### src/rtl/sdrc_wb_arbiter.sv
// sdrc_wb_arbiter
// Round-robin arbiter that shares the single Wishbone slave port of sdrc_top
// among NUM_MASTERS requesters. A grant is held for the whole wb_cyc, so a
// linear burst is never split between masters. A per-grant watchdog aborts a
// transfer that waits too long for an ack and pulses the owner's m_err_o.
//
// Ports
//   wb_clk_i / wb_rst_i : clock, asynchronous active-high reset
//   m_*_i               : flattened master request buses, master k in slice k
//   m_ack_o / m_err_o   : per-master ack and timeout-error pulse
//   m_dat_o             : slave read data, broadcast to every master
//   s_*_o / s_*_i       : slave-side bus towards sdrc_top
//   grant_o             : one-hot owner; all-zero while idle
module sdrc_wb_arbiter #(
  parameter int NUM_MASTERS = 2,
  parameter int APP_AW      = 26,
  parameter int DW          = 32,
  parameter int BW          = 4,
  parameter int TIMEOUT_CYC = 256
) (
  input  logic                          wb_clk_i,
  input  logic                          wb_rst_i,
  input  logic [NUM_MASTERS-1:0]        m_cyc_i,
  input  logic [NUM_MASTERS-1:0]        m_stb_i,
  input  logic [NUM_MASTERS-1:0]        m_we_i,
  input  logic [NUM_MASTERS*APP_AW-1:0] m_addr_i,
  input  logic [NUM_MASTERS*DW-1:0]     m_dat_i,
  input  logic [NUM_MASTERS*BW-1:0]     m_sel_i,
  input  logic [NUM_MASTERS*3-1:0]      m_cti_i,
  output logic [NUM_MASTERS-1:0]        m_ack_o,
  output logic [NUM_MASTERS-1:0]        m_err_o,
  output logic [DW-1:0]                 m_dat_o,
  output logic                          s_cyc_o,
  output logic                          s_stb_o,
  output logic                          s_we_o,
  output logic [APP_AW-1:0]             s_addr_o,
  output logic [DW-1:0]                 s_dat_o,
  output logic [BW-1:0]                 s_sel_o,
  output logic [2:0]                    s_cti_o,
  input  logic                          s_ack_i,
  input  logic [DW-1:0]                 s_dat_i,
  output logic [NUM_MASTERS-1:0]        grant_o
);

  localparam int PW = (NUM_MASTERS > 1) ? $clog2(NUM_MASTERS) : 1;
  localparam int CW = (TIMEOUT_CYC < 1) ? 1 : $clog2(TIMEOUT_CYC + 1);

  localparam logic [1:0] S_IDLE  = 2'd0;
  localparam logic [1:0] S_BUSY  = 2'd1;
  localparam logic [1:0] S_ABORT = 2'd2;

  logic [1:0]    state_q, state_d;
  logic [PW-1:0] ptr_q, ptr_d;     // last winner; also the current owner index
  logic [CW-1:0] wdog_q, wdog_d;

  logic          busy, gnt_cyc, expire, win_found;
  logic [PW-1:0] win_idx;
  int            j;

  assign busy    = (state_q == S_BUSY);
  assign gnt_cyc = m_cyc_i[ptr_q];
  assign grant_o = (state_q == S_IDLE) ? '0 : (NUM_MASTERS'(1) << ptr_q);

  // Slave-side mux: only the owner drives the slave, and only while BUSY.
  assign s_cyc_o  = busy & gnt_cyc;
  assign s_stb_o  = busy & m_stb_i[ptr_q];
  assign s_we_o   = busy & m_we_i[ptr_q];
  assign s_addr_o = busy ? m_addr_i[ptr_q*APP_AW +: APP_AW] : '0;
  assign s_dat_o  = busy ? m_dat_i[ptr_q*DW +: DW] : '0;
  assign s_sel_o  = busy ? m_sel_i[ptr_q*BW +: BW] : '0;
  assign s_cti_o  = busy ? m_cti_i[ptr_q*3 +: 3] : '0;

  // Acks seen outside BUSY are dropped rather than forwarded.
  assign m_ack_o = busy ? (grant_o & {NUM_MASTERS{s_ack_i}}) : '0;
  assign m_dat_o = s_dat_i;

  // A coincident ack beats expiry, so the error is only raised ack-less.
  assign expire  = (TIMEOUT_CYC != 0) && busy && s_stb_o && !s_ack_i &&
                   (wdog_q == CW'(TIMEOUT_CYC - 1));
  assign m_err_o = expire ? grant_o : '0;

  // Round-robin search starting one past the previous winner.
  always_comb begin
    win_found = 1'b0;
    win_idx   = '0;
    j         = 0;
    for (int i = 1; i <= NUM_MASTERS; i++) begin
      j = int'(ptr_q) + i;
      if (j >= NUM_MASTERS) j = j - NUM_MASTERS;
      if (!win_found && m_cyc_i[j]) begin
        win_found = 1'b1;
        win_idx   = PW'(j);
      end
    end
  end

  always_comb begin
    state_d = state_q;
    ptr_d   = ptr_q;
    wdog_d  = '0;
    case (state_q)
      S_IDLE: begin
        if (win_found) begin
          state_d = S_BUSY;
          ptr_d   = win_idx;
        end
      end
      S_BUSY: begin
        if (!gnt_cyc)    state_d = S_IDLE;
        else if (expire) state_d = S_ABORT;
        // Count stalled strobe cycles; saturate instead of wrapping.
        if (TIMEOUT_CYC != 0 && s_stb_o && !s_ack_i && wdog_q != '1)
          wdog_d = wdog_q + 1'b1;
      end
      S_ABORT: begin
        if (!gnt_cyc) state_d = S_IDLE;
      end
      default: state_d = S_IDLE;
    endcase
  end

  always_ff @(posedge wb_clk_i or posedge wb_rst_i) begin
    if (wb_rst_i) begin
      state_q <= S_IDLE;
      ptr_q   <= PW'(NUM_MASTERS - 1);   // master 0 wins the first round
      wdog_q  <= '0;
    end else begin
      state_q <= state_d;
      ptr_q   <= ptr_d;
      wdog_q  <= wdog_d;
    end
  end

endmodule

### config.mk
export PLATFORM = sky130hd
export DESIGN_NAME = sdrc_wb_arbiter
export DESIGN_NICKNAME = d
export VERILOG_FILES = /design/src/rtl/sdrc_wb_arbiter.sv
export SDC_FILE = /design/constraint.sdc
export NUM_CORES = 1
export LEC_CHECK = 0
export ABC_AREA = 1
export ABC_CLOCK_PERIOD_IN_PS = 2800
export CAP_MARGIN = 20
export CORE_AREA = 2 2 107 109
export DETAILED_ROUTE_END_ITERATION = 10
export DIE_AREA = 0 0 109 111
export HOLD_SLACK_MARGIN = 0.05
export PLACE_DENSITY = 0.61
export SLEW_MARGIN = 20
export SYNTH_ARGS = -nofsm -noshare
export SYNTH_HDL_FRONTEND = slang
export SYNTH_SLANG_ARGS = --single-unit
### constraint.sdc
create_clock -name wb_clk_i -period 2.8 [get_ports wb_clk_i]
set_clock_uncertainty 0.1 [all_clocks]
set_input_delay 0.42 -clock wb_clk_i [delete_from_list [all_inputs] [get_ports wb_clk_i]]
set_output_delay 0.42 -clock wb_clk_i [all_outputs]
set_load 0.05 [all_outputs]
==> results.md, run 1 <==
* Outcome: completed
* Distinct cells, synth at 21
* Initial DRC count at 214
* Postcts setup bufs at 0
* Final worst path period need at 2.57 ns
* Avg Inst Size Synth at 5.52 sq um
* Skew-Pair Late Insertion Delay at 0.24 ns
* TritonCTS clock tree: done
* Dominant cell type by area after synthesis: nand2_1
* Top sig layer: met4
* Final period util at between 90 and 100%
* Mapped Cells at 352
* Max Freq at 390 MHz
* Finished layout cell area at 3890 sq um
* Via density at 4.23
* Syn Nets at 526
* Min-Delay Path Depth at 1
* Met1 Wirelength at roughly 3900 um
* Initial Util at ~18%
* R2R Path Start: wdog_q[0]
* Reg2Reg Setup Slack at 1.02 ns
* Cts bufs inserted at 3
* HP Class: flip-flop to flip-flop
* Clock sink count at 12
* Nets at just under 700
* DP Area at 3790 sq um
* Wire length per cell at 15.0 um
* Hold-fix buffer count after cts at 0
* Reg-to-reg endpoint: state_q[0]
* Largest net degree at the start of global routing at 46
* Initial DRT Pass Iterations at 4
* GR Util All Layers at ~15%
* FF/Latch Area at slightly above 300 sq um
* Hold Fails Final Rpt at 0
* Die Y at 111 um
* Clock buffer depth at 2
* Critical Path Start Type: flip-flop
* RSZ-0062 raised after global routing: yes
* Max cap viols at 0
* Met3 wire len at 1140 um
* Antenna violations before repair at 1
* Overall power at around 4500 uW
* Antenna Violating Nets Remaining at 0
* Ports at roughly 280
* Routed wl met2 at 4890 um
* Warning count from the yosys run at 0
* Fill cell count at around 1.2k
* Vias in the first global route at 2795
* Area of the multi-input gates at ~1200 sq um
* CP Max Fanout at 4
* Core area at between 10000 and 15000 sq um
* Root Driver: clkbuf_16
* Total grt overflow at 0
* Arrival @ worst endpoint at 2.05 ns
* Static Leak at around 0.0018 uW
* Hold path start: wdog_q[0]
* IO buf count at 212
* P per Cell Area at 1150 nW/um^2
* Routed wire length at 9980 um
* CP Class: flip-flop to output port
* Final Max Slew Viols at 0
* Post-Synthesis Cell Area at 1940 sq um
* Actual slew at the worst max-slew pin at between 0.4 and 0.5 ns
* Max-Slew Margin vs Limit at 69.0%
* Row cnt at 39
* Sequential element share of the synthesized area at 15.5%
* CP required at 2.28 ns
* Layout cells sized above 1 at 20.0%
* #FFs+latches synth at 12
* Min-Delay Endpoint: wdog_q[0]
* Syn-to-layout area delta at 100%
* Clk slew on worst S/H paths at 0.04 ns
* H-tree depth at 1
* Via Count at between 2k and 3k
* DRC Markers at 0
* HPWL after DPL at just over 8000 um
* Die area at 12100 sq um
* Reg2reg path depth at 9
* Routability Congestion at 0.773
* Die Span X at 109 um
* Worst Setup End Kind: output port
* Dominant cells by area after synthesis: nand2_1 (30%), a21oi_1 (15%), dfrtp_1 (14%)
* First-pass GRT wire length at 14400 um
* Yosys top cell area share at between 20 and 30%
* Worst vdd ir at ~0.0005 V
* Final-report setup violation count at 0
-- layer usage --
layer  global-route usage (%)  vias up
li1                         -     1413
met1                     17.6     1248
met2                     27.3      142
met3                     4.29        8
met4                     2.48        0
met5                        0        -
-- logic make-up (layout without fill, tap and decap cells) --
logic type	count (synthesis)	in the layout	synth area share [%]
AO/OA/AOI/OAI	72	72	20.6
buffers and inverters	79	247	23.4
AND/OR/NAND/NOR	186	186	38.5
adder cells (fa/ha/maj)	3	3	1.93
flip-flops	12	12	15.5
other	0	1	0
-- sequential cells by signal (all words and copies together), names as in the netlist --
| name | cells |
|---|---|
| state_q | 2 |
| wdog_q | 9 |
| ptr_q | 1 |
-- worst max path at each step --
stage | startpoint | end | slack, ns | depth (start not counted)
after global routing | wdog_q[0] | m_err_o[0] | -0.03 | 9
after detailed placement | wdog_q[0] | m_err_o[1] | 0.42 | 9
after global placement | wdog_q[0] | m_err_o[1] | 0.47 | 9
after CTS | wdog_q[0] | m_err_o[1] | 0.15 | 9
after floorplan | wdog_q[0] | m_err_o[0] | -0.09 | 8
final | wdog_q[0] | m_err_o[1] | 0.23 | 9
-- area by class of cell --
class	instances	area share, %
Timing Repair Buffer	218	52.2
Multi-Input combinational cell	261	30.7
Sequential cell	12	7.75
Tap cell	143	4.60
Inverter	25	2.41
Clock buffer	4	2.28
Antenna cell	1	0.0643
-- power breakdown --
group	total, uW	leakage (uW)	switching (uW)	internal, uW
Clock	288	0.0000442	72.9	215
Combinational	3940	0.00159	2810	1140
Sequential	223	0.000161	23.9	199
Total	4460	0.00180	2900	1550
-- repair_timing --
action,in CTS,in global routing
setup endpoints to repair,0,2
resized for setup,0,2
endpoints found under the hold margin,0,0
-- cell usage after synthesis, drive strengths merged --
| cell type | n |
|---|---|
| ha | 3 |
| o31ai | 1 |
| buf | 49 |
| dfrtp | 11 |
| a21oi | 67 |
| nor2 | 15 |
| nand4 | 3 |
| dfstp | 1 |
| nor3 | 7 |
| nand3 | 6 |
| o21ai | 4 |
| nand2 | 155 |
| clkbuf | 5 |
| inv | 25 |
-- through the flow --
stage / utilization, % / setup slack, ns / instances / hold slack [ns] / setup TNS [ns]
2_1_floorplan: - / -0.0865 / 352 / 0.184 / -0.173
3_3_place_gp: 34.2 / 0.466 / 659 / 0.343 / 0
3_5_place_dp: 34.2 / 0.420 / 659 / 0.355 / 0
4_1_cts: 35.1 / 0.149 / 663 / 0.361 / 0
5_1_grt: 35.1 / -0.0252 / 663 / 0.385 / -0.0406
6_report: 35.1 / 0.234 / 664 / 0.359 / 0
-- critical path: stages, from the launching register on --
cell and delay [ns]:
dfrtp_1 0.36, ha_1 0.19, nand3_1 0.11, nor2_2 0.14
nand3_1 0.12, nor2_2 0.13, ha_1 0.16, nand4_1 0.18
nor3_1 0.19, buf_4 0.23
-- cells in the final DEF (no fill, tap or decap), types with 6 or more instances in the layout --
master           count
buf_4               76
a21oi_2             10
nor2_1              12
nand3_1              6
clkdlybuf4s50_1    138
nor3_1               7
inv_1               22
nand2_1            153
a21oi_1             57
dfrtp_1             11
Power figures use the tool's default switching activity.
==> run 2, diff against run 1 <==
- CTS_CLUSTER_DIAMETER: not set -> 100
- SETUP_SLACK_MARGIN: not set -> 0.15
==> run 2 against run 1 <==
- utilization is 0.79 points higher
- worst setup slack worse by 0.017 ns
- critical path type unchanged
- global-route usage stayed put
- highest routed layer unchanged
- cell area is 2.3% higher
- hold slack better by 0.028 ns
==> results.md, run 2 (synthesis gave the netlist of run 1 again) <==
* Nets at 699
* Routability Congestion at 0.773
* CP Max Fanout at 3
* Inst Count DP at 659
* Via density at 4.24
* Final worst path period need at 2.58 ns
* Critical Path Start Type: flip-flop
* Commonest non-fill, non-tap cell in the layout: nand2_1
* Layout cells sized above 1 at 21.6%
* Via Count at 2831
* Cts bufs inserted at 3
* Skew-Pair Late Insertion Delay at ~0.24 ns
* HPWL after DPL at ~8000 um
* Root Driver: clkbuf_16
* Worst Setup End Kind: output port
* Initial DRT Pass Iterations at 4
* Largest Register: wdog_q
* Post-route setup slack at roughly 0.22 ns
* Outcome: completed
* Static Leak at 0.00182 uW
* Net Sw Frac at 65.1%
* Antenna Violating Nets Remaining at 0
* Initial DRC count at 208
* Hold Fails Final Rpt at 0
* Max-Slew Margin vs Limit at 68.6%
* Total grt overflow at 0
* TritonCTS clock tree: done
* Routed wire length at 10100 um
* Final period util at just over 90%
* Max cap viols at 0
* Biggest regs: wdog_q x9, state_q x2, ptr_q x1
* H-tree depth at 1
* Syn-to-layout area delta at 105%
* Place WS at 0.420 ns
* Wire length per cell at between 15 and 20 um
* Combinational Power Share at 88.4%
* RSZ-0062 raised after global routing: no
* P per Cell Area at 1120 nW/um^2
* Sw Pwr at 2910 uW
* CP Class: flip-flop to output port
* Die area at roughly 12000 sq um
* CP required at 2.28 ns
* Worst hold slack at ~0.39 ns
* Most frequent cells in the layout: nand2_1 (153), clkdlybuf4s50_1 (138), buf_4 (78), a21oi_1 (57), inv_1 (22)
* Row cnt at 39
* Actual slew at the worst max-slew pin at between 0.4 and 0.5 ns
* Sequential power share at 5.0%
* IO buf count at approximately 210
* First-pass GRT wire length at between 10000 and 15000 um
* Largest net degree at the start of global routing at 46
* Core area at around 11000 sq um
* Int Pwr at around 1600 uW
* Arrival @ worst endpoint at 2.06 ns
* Vias in the first global route at 2795
* Final-report setup violation count at 0
* HP Class: primary input to async pin
* Fin cells at 668
* Die Span X at 109 um
* Die Y at approximately 110 um
* Ports at ~280
* GR Util All Layers at 15.1%
* Share of total power in the clock network at 6.5%
* Clock buffer depth at 2
* Max FFs per register at 9
* Antenna violations before repair at 1
* Final Max Slew Viols at 0
* DRC Markers at 0
* Max Freq at between 300 and 400 MHz
* Clk slew on worst S/H paths at roughly 0.04 ns
* Initial Util at 17.6%
* Worst vdd ir at roughly 0.0005 V
* Hold-fix buffer count after cts at 0
* Clock sink count at 12
[run 2: through the flow]
step	total power (uW)	utilization, %	TNS, ns	cell area (sq um)
2_1_floorplan	3050	-	-0.173	1940
3_3_place_gp	4180	34.2	0	3790
3_5_place_dp	4200	34.2	0	3790
4_1_cts	4500	35.1	0	3880
5_1_grt	4710	35.9	0	3980
6_report	4470	35.9	0	3980
[run 2: worst max-delay path, stage by stage, from the launching register on]
cell and delay (ns):
dfrtp_1 0.39, ha_4 0.17, nand3_4 0.08, nor2_4 0.14
nand3_2 0.12, nor2_4 0.13, ha_1 0.15, nand4_1 0.18
nor3_2 0.27, buf_6 0.19
[run 2: cell type report]
| class | count | area [sq um] |
|---|---|---|
| inverters | 25 | 93.8 |
| fillers | 1178 | 7100 |
| multi-input cells | 261 | 1240 |
| flip-flops and latches | 12 | 302 |
| diodes | 1 | 2.50 |
| clock buffers | 4 | 88.8 |
| repair buffers | 222 | 2070 |
| well taps | 143 | 179 |
[run 2: metal layers]
layer | vias to the layer above | wire [um] | GRT usage (%) | part of all wire (%)
met5 | - | 0 | 0 | 0
met4 | 0 | 111 | 2.48 | 1.1
met3 | 9 | 1150 | 4.29 | 11
met2 | 147 | 5030 | 27.3 | 50
met1 | 1252 | 3820 | 17.6 | 38
li1 | 1423 | - | - | -
[run 2: what timing repair did]
action	4_1_cts	5_1_grt
endpoints found under the setup margin	1	2
pin swaps	0	6
setup buffers	0	4
hold endpoints to repair	0	0
gates resized for setup	1	12
[run 2: power groups by stage]
| stage | combinational, uW | sequential (uW) | clock [uW] |
|---|---|---|---|
| floorplan | 2840 | 214 | 0 |
| global placement | 3960 | 224 | 0 |
| detailed placement | 3970 | 226 | 0 |
| CTS | 3980 | 224 | 295 |
| global route | 4170 | 230 | 305 |
| finish | 3950 | 225 | 292 |
[run 2: final timing paths]
path / from / end / slack, ns / cells after the start
worst max-delay path: wdog_q[0] / m_err_o[0] / 0.22 / 9
worst min-delay path: wb_rst_i / wdog_q[8] / 0.39 / 2
worst max register to register: wdog_q[0] / state_q[0] / 0.90 / 10
worst min register to register: wdog_q[0] / wdog_q[0] / 0.49 / 2
max in group asynchronous: wb_rst_i / ptr_q / 1.87 / 2
min in group wb_clk_i: wdog_q[0] / wdog_q[0] / 0.49 / 2
